[src/rtl/max7219_emul_pkg.sv]
// rtl/max7219_emul_pkg.sv - register map, word width and reg-file type shared by the MAX7219 emulator
package max7219_emul_pkg;

    localparam int WORD_W = 16;

    localparam logic [3:0] ADDR_NOOP      = 4'h0;
    localparam logic [3:0] ADDR_DIGIT0    = 4'h1;
    localparam logic [3:0] ADDR_DIGIT1    = 4'h2;
    localparam logic [3:0] ADDR_DIGIT2    = 4'h3;
    localparam logic [3:0] ADDR_DIGIT3    = 4'h4;
    localparam logic [3:0] ADDR_DIGIT4    = 4'h5;
    localparam logic [3:0] ADDR_DIGIT5    = 4'h6;
    localparam logic [3:0] ADDR_DIGIT6    = 4'h7;
    localparam logic [3:0] ADDR_DIGIT7    = 4'h8;
    localparam logic [3:0] ADDR_DECODE    = 4'h9;
    localparam logic [3:0] ADDR_INTENSITY = 4'hA;
    localparam logic [3:0] ADDR_SCANLIMIT = 4'hB;
    localparam logic [3:0] ADDR_SHUTDOWN  = 4'hC;
    localparam logic [3:0] ADDR_TEST      = 4'hF;

    typedef logic [15:0][7:0] reg_file_t;

    // 0xD and 0xE are holes in the MAX7219 map and behave like the no-op address
    function automatic logic addr_is_reg(input logic [3:0] addr);
        return (addr != ADDR_NOOP) && ((addr >= ADDR_DIGIT0 && addr <= ADDR_SHUTDOWN) ||
                                       (addr == ADDR_TEST));
    endfunction

endpackage

[src/rtl/max7219_matrix_emul_if.sv]
// rtl/max7219_matrix_emul_if.sv - serial MAX7219 bus (clock, data, load) between driver and emulator
interface max7219_matrix_emul_if;
    logic i_max7219_clk;
    logic i_max7219_din;
    logic i_max7219_load;

    modport master (
        output i_max7219_clk,
        output i_max7219_din,
        output i_max7219_load
    );

    modport slave (
        input i_max7219_clk,
        input i_max7219_din,
        input i_max7219_load
    );
endinterface

[src/rtl/max7219_emul_dev.sv]
// rtl/max7219_emul_dev.sv - one emulated MAX7219: 16x8 register file with write port and readback
module max7219_emul_dev
    import max7219_emul_pkg::*;
(
    input  logic       clk,
    input  logic       rst_n,
    input  logic       wr_en,
    input  logic [3:0] wr_addr,
    input  logic [7:0] wr_data,
    input  logic [3:0] rd_addr,
    output logic [7:0] rd_data
);

    reg_file_t regs;

    always_ff @(posedge clk or negedge rst_n) begin
        if (!rst_n) begin
            regs <= '0;
        end else if (wr_en && addr_is_reg(wr_addr)) begin
            regs[wr_addr] <= wr_data;
        end
    end

    assign rd_data = addr_is_reg(rd_addr) ? regs[rd_addr] : 8'h00;

endmodule

[src/rtl/max7219_matrix_emul.sv]
// rtl/max7219_matrix_emul.sv - MAX7219 daisy-chain emulator top; text dumps enabled by MAX7219_EMUL_DISPLAY_EN
module max7219_matrix_emul
    import max7219_emul_pkg::*;
#(
    parameter int G_NB_MATRIX = 8
) (
    input  logic                 clk,
    input  logic                 rst_n,
    max7219_matrix_emul_if.slave bus,
    input  logic [7:0]           i_display_reg_matrix_n,
    input  logic                 i_display_screen_matrix,
    input  logic [2:0]           i_rd_matrix,
    input  logic [3:0]           i_rd_addr,
    output logic [7:0]           o_rd_data,
    output logic [15:0]          o_load_cnt,
    output logic                 o_frame_err
);

    localparam int FRAME_BITS = WORD_W * G_NB_MATRIX;

    logic                  sclk_s, sclk_p;
    logic                  din_s;
    logic                  load_s, load_p;
    logic                  sclk_edge, load_edge;
    logic                  frame_ok;
    logic [FRAME_BITS-1:0] shift_q;
    logic [7:0]            bit_cnt;
    logic [7:0]            dev_rd [G_NB_MATRIX];

    // The bus is produced in this clock domain, so a single sample stage suffices
    always_ff @(posedge clk or negedge rst_n) begin
        if (!rst_n) begin
            sclk_s <= 1'b0;
            sclk_p <= 1'b0;
            din_s  <= 1'b0;
            load_s <= 1'b0;
            load_p <= 1'b0;
        end else begin
            sclk_s <= bus.i_max7219_clk;
            sclk_p <= sclk_s;
            din_s  <= bus.i_max7219_din;
            load_s <= bus.i_max7219_load;
            load_p <= load_s;
        end
    end

    assign sclk_edge = sclk_s && !sclk_p;
    assign load_edge = load_s && !load_p;
    assign frame_ok  = (bit_cnt == 8'(FRAME_BITS));

    // A load edge implies load_s is high, so a coincident clock edge is dropped here
    always_ff @(posedge clk or negedge rst_n) begin
        if (!rst_n) begin
            shift_q <= '0;
            bit_cnt <= '0;
        end else if (load_edge) begin
            bit_cnt <= '0;
        end else if (sclk_edge && !load_s) begin
            shift_q <= {shift_q[FRAME_BITS-2:0], din_s};
            if (bit_cnt != 8'hFF) begin
                bit_cnt <= bit_cnt + 8'd1;
            end
        end
    end

    always_ff @(posedge clk or negedge rst_n) begin
        if (!rst_n) begin
            o_load_cnt  <= '0;
            o_frame_err <= 1'b0;
        end else if (load_edge) begin
            if (o_load_cnt != 16'hFFFF) begin
                o_load_cnt <= o_load_cnt + 16'd1;
            end
            if (!frame_ok) begin
                o_frame_err <= 1'b1;
            end
        end
    end

`ifdef MAX7219_EMUL_DISPLAY_EN
    logic [7:0] disp_reg_p;
    logic       disp_scr_p;

    always_ff @(posedge clk or negedge rst_n) begin
        if (!rst_n) begin
            disp_reg_p <= '0;
            disp_scr_p <= 1'b0;
        end else begin
            disp_reg_p <= i_display_reg_matrix_n;
            disp_scr_p <= i_display_screen_matrix;
        end
    end
`else
    logic unused_display;
    assign unused_display = ^{i_display_reg_matrix_n, i_display_screen_matrix};
`endif

    // Device k owns word k counted from the DIN end, i.e. the last word shifted lands in device 0
    for (genvar k = 0; k < G_NB_MATRIX; k++) begin : gen_dev
        max7219_emul_dev u_dev (
            .clk     (clk),
            .rst_n   (rst_n),
            .wr_en   (load_edge && frame_ok),
            .wr_addr (shift_q[WORD_W*k+8 +: 4]),
            .wr_data (shift_q[WORD_W*k +: 8]),
            .rd_addr (i_rd_addr),
            .rd_data (dev_rd[k])
        );

`ifdef MAX7219_EMUL_DISPLAY_EN
        always @(posedge clk) begin : dump
            string row;
            if (rst_n && i_display_reg_matrix_n[k] && !disp_reg_p[k]) begin
                for (int a = 0; a < 16; a++) begin
                    $display("matrix %0d reg 0x%0h = 0x%02h", k, a, u_dev.regs[a]);
                end
            end
            if (rst_n && i_display_screen_matrix && !disp_scr_p) begin
                for (int r = 1; r <= 8; r++) begin
                    row = "";
                    for (int c = 7; c >= 0; c--) begin
                        row = {row, u_dev.regs[r][c] ? "#" : "."};
                    end
                    $display("matrix %0d row %0d %s", k, r, row);
                end
            end
        end
`endif
    end

    always_comb begin
        o_rd_data = 8'h00;
        for (int k = 0; k < G_NB_MATRIX; k++) begin
            if (i_rd_matrix == 3'(k)) begin
                o_rd_data = dev_rd[k];
            end
        end
    end

endmodule

[src/flat_wrapper.sv]
// flat-port wrapper written by rule: the top's interface ports become plain ports
module max7219_matrix_emul_flat import max7219_emul_pkg::*;
#(
    parameter int G_NB_MATRIX = 8
)
  (clk, rst_n, i_display_reg_matrix_n, i_display_screen_matrix, i_rd_matrix, i_rd_addr, o_rd_data, o_load_cnt, o_frame_err, bus_i_max7219_clk, bus_i_max7219_din, bus_i_max7219_load);
  max7219_matrix_emul_if bus_i ();
  input  logic clk;
  input  logic rst_n;
  input  logic [7:0] i_display_reg_matrix_n;
  input  logic i_display_screen_matrix;
  input  logic [2:0] i_rd_matrix;
  input  logic [3:0] i_rd_addr;
  output logic [7:0] o_rd_data;
  output logic [15:0] o_load_cnt;
  output logic o_frame_err;
  input wire logic [$bits(bus_i.i_max7219_clk)-1:0] bus_i_max7219_clk;
  input wire logic [$bits(bus_i.i_max7219_din)-1:0] bus_i_max7219_din;
  input wire logic [$bits(bus_i.i_max7219_load)-1:0] bus_i_max7219_load;
  assign bus_i.i_max7219_clk = bus_i_max7219_clk;
  assign bus_i.i_max7219_din = bus_i_max7219_din;
  assign bus_i.i_max7219_load = bus_i_max7219_load;
  max7219_matrix_emul #(.G_NB_MATRIX(G_NB_MATRIX)) u_core (.clk(clk), .rst_n(rst_n), .bus(bus_i), .i_display_reg_matrix_n(i_display_reg_matrix_n), .i_display_screen_matrix(i_display_screen_matrix), .i_rd_matrix(i_rd_matrix), .i_rd_addr(i_rd_addr), .o_rd_data(o_rd_data), .o_load_cnt(o_load_cnt), .o_frame_err(o_frame_err));
endmodule
[config.mk]
export PLATFORM = sky130hd
export DESIGN_NAME = max7219_matrix_emul_flat
export DESIGN_NICKNAME = d
export VERILOG_FILES = /design/src/rtl/max7219_emul_pkg.sv /design/src/rtl/max7219_matrix_emul_if.sv /design/src/rtl/max7219_emul_dev.sv /design/src/rtl/max7219_matrix_emul.sv /design/src/flat_wrapper.sv
export SDC_FILE = /design/constraint.sdc
export NUM_CORES = 2
export LEC_CHECK = 0
export ABC_CLOCK_PERIOD_IN_PS = 5600
export CAP_MARGIN = 10
export CORE_UTILIZATION = 50
export DETAILED_ROUTE_END_ITERATION = 8
export PLACE_DENSITY = 0.66
export SLEW_MARGIN = 5
export SYNTH_ARGS = -nofsm -noshare
export SYNTH_HDL_FRONTEND = slang
export SYNTH_SLANG_ARGS = --single-unit
[constraint.sdc]
create_clock -name clk -period 5.6 [get_ports clk]
set_input_delay 0.56 -clock clk [delete_from_list [all_inputs] [get_ports clk]]
set_output_delay 0.56 -clock clk [all_outputs]
set_load 0.02 [all_outputs]
==> results.toml <==
[pwr]
pwr-share-comb_pct = 4.6
sw_frac_of_total_pct = 22.7
power_uw = 17900
clkPwrFrac_pct = 46.7
power_frac_seq_pct = 48.7
irDropWorstVdd_uv = 257
p_int_uw = 13800
p_leak_uw = 0.0274
power_density_nw_per_um2 = 312
power.switching_uw = 4060

[yosys]
synth-warning-count = 0
synth_top_area_share_pct = 56.4
synth-seq-area-share_pct = 56.4
synth-edff-count = 0
synth_nets = 3503
syn-cell-area_sq_um = 52200
synth_ff_type = "dfrtp_1"
syn_inst = 3479
yosys-top-cells-area = "dfrtp_1 (56%), mux2_2 (21%), mux4_2 (8.3%)"
syn_area_per_cell_sq_um = 15.0
ys_ff_latch = 1178
ys_types = 60
synth_top_area_cell = "dfrtp_1"
async_reset_ff_share_pct = 100

[setup_path]
cp-start-kind = "input pin"
path_cells = "buf_8, buf_12, nor2b_1, a22oi_1, nand3_1, a21oi_1, a2111oi_0, nand2_1, clkdlybuf4s50_1"
rrSetupSlack_ns = 2.26
crit_fanout = 60
endpoint_kind = "output pin"
worst_r2r_path_depth = 6
cpMaxStageDelayCell = "nor2b_1"
cp.required_ns = 5.04
cp.arrival_ns = 4.39
timing.rr.start = "u_core.bit_cnt[2]"
slowest_delay_ns = 0.78
path_class = "in2out"
reg2reg_to = "u_core.gen_dev[5].u_dev.regs[101]"

[layout]
final_common_cell = "dfrtp_1"
drive_gt1_share_pct = 44.9
mostFrequentLayoutCells = "dfrtp_1 (1178), mux2_2 (968), mux4_2 (193)"
syn_to_final_growth_pct = 9.82
diodes = 0
nets = 3292

[routing]
drcViolationCount = 0
drtPass1Iterations = 5
viasPerCell = 5.98
wl_per_cell_um = 25.3
route.vias.total = 28410
routed_wl_um = 120000
antenna_left = 0
drt_iter0_markers = 1873

[clocking]
numClockSinks = 1178
cts_tree = "done"
clk_pin_slew_worst_paths_ns = 0.06
htreeDepth = 3
cts.repair.resized = 0
cts_buffer_depth = 3
post_cts_buffers = 0
clock_latency_ns = 0.71
cts-root-buf = "clkbuf_16"
numCtsBuffers = 121

[global_routing]
globalRouteOverflowTotal = 0
grt_max_degree = 169
antenna_found_initial = 3
grt_util_all_layers_pct = 23.3
grt_pass1_wl_um = 190000
grt_pass1_vias = 31254

[worst_hold_path]
hp-start = "bus_i_max7219_din"
min_path_cells = 1
holdPathEnd = "u_core.din_s"
min_path_type = "in2reg"

[floorplan]
core-area_sq_um = 103000
die_h_um = 325
ios = 46
die-area_sq_um = 106000
start_util_pct = 50.5
rows = 118
die_w_um = 325

[timing]
hold_viol = 0
grt_setup_unrepaired = "no"
fin_skew_ns = 0.0280
period_needed_ns = 4.95
setup_ws_ns = 0.654
slew_headroom_pct = 15.9
fin_crit_sh_pct = 88.3
finalSetupTns_ns = 0
slew_viol_final = 0
setup-violations-final = 0
tightest_slew_ns = 1.26
fmax_mhz = 202

[place]
gp_congestion = 0.886
post-dp-hpwl_um = 77200
place_ws_ns = 0.663
io_buffers = 36

[run]
cap_violations = 0

[status]
outcome = "finished, final reports clean"
-- worst max-delay path: cells and delay by family --
| family | cells | cell delay (ns) |
|---|---|---|
| buffers and inverters | 3 | 1.52 |
| AND/OR/NAND/NOR | 3 | 1.32 |
| AO/OA/AOI/OAI | 3 | 0.92 |
-- power groups by stage --
stage / registers, uW / logic [uW] / clock network [uW]
2_1_floorplan: 8790 / 444 / 0
3_3_place_gp: 8850 / 814 / 0
3_5_place_dp: 8860 / 834 / 0
4_1_cts: 8710 / 837 / 8530
5_1_grt: 8720 / 896 / 8870
6_report: 8710 / 822 / 8350
-- state kept, by name, indices dropped and copies added, names as in the netlist --
signal,count
u_core.gen_dev.u_dev.regs,1024
u_core.shift_q,124
u_core.o_load_cnt,16
u_core.bit_cnt,8
u_core.din_s,1
u_core.load_p,1
u_core.load_s,1
u_core.o_frame_err,1
u_core.sclk_p,1
u_core.sclk_s,1
-- how the worst max path moves through the flow --
stage | startpoint | to | slack (ns)
6_report | i_rd_addr[0] | o_rd_data[5] | 0.65
5_1_grt | i_rd_addr[0] | o_rd_data[5] | 0.51
3_3_place_gp | i_rd_addr[0] | o_rd_data[7] | 0.77
3_5_place_dp | i_rd_addr[0] | o_rd_data[5] | 0.66
4_1_cts | i_rd_addr[0] | o_rd_data[5] | 0.65
2_1_floorplan | i_rd_addr[0] | o_rd_data[0] | 2.50
-- synth_stat cells (4+ instances only) --
library cell	number
or2_2	4
nor4_4	35
mux2_2	968
o21a_1	6
nand2b_1	35
nand4_1	18
inv_1	4
xor2_1	9
a32oi_1	14
o2111ai_1	7
nand2_1	52
clkbuf_1	328
dfrtp_1	1178
or3_1	11
o21ai_0	23
nor2b_1	8
a31oi_1	11
nand3_1	19
nor3_4	25
and3_1	7
nor3_1	18
nand3b_1	5
buf_2	55
nor3b_1	6
buf_1	25
a22oi_1	53
a21oi_1	33
a211oi_1	5
mux2i_1	153
o211ai_1	13
buf_4	15
nor2_2	11
xnor2_1	12
o22ai_1	23
nor2_1	51
o221ai_1	5
mux4_2	193
buf_6	7
-- layout make-up --
class / count / area (sq um)
Fill cell: 7988 / 46100
Sequential cell: 1178 / 29500
Multi-Input combinational cell: 1864 / 21000
Clock buffer: 175 / 3540
Tap cell: 1380 / 1730
Timing Repair Buffer: 97 / 981
Clock inverter: 53 / 654
Inverter: 6 / 22.5
-- metal layers --
layer	part of all wire, %	wire, um	track usage, %
met2	48	58100	36.8
met4	2.6	3170	7.67
met3	4.4	5290	3.90
met5	0.027	33	0
met1	45	53800	32.9
-- metrics by stage --
step	instances	area [sq um]	hold WS [ns]	utilization [%]
after detailed placement	4524	53200	0.362	51.4
after global routing	4753	57400	0.287	55.4
after floorplan	3479	52200	0.264	-
after global placement	4524	53200	0.354	51.4
after CTS	4753	57400	0.236	55.4
final	4753	57400	0.291	55.4
-- logic make-up after synthesis --
logic type / count (synthesis) / share of synthesized area, %
fa+ha+maj: 3 / 0.0719
compound gates: 205 / 2.69
simple gates: 321 / 4.86
mux: 1314 / 32.1
buf+inv: 437 / 3.48
flops: 1178 / 56.4
xor+xnor: 21 / 0.352
-- timing repair --
| item | in CTS | in global routing |
|---|---|---|
| hold buffers | 1 | 0 |
| setup endpoints to repair | 0 | 0 |
| endpoints found under the hold margin | 93 | 0 |
(Power assumes the default switching activity.)
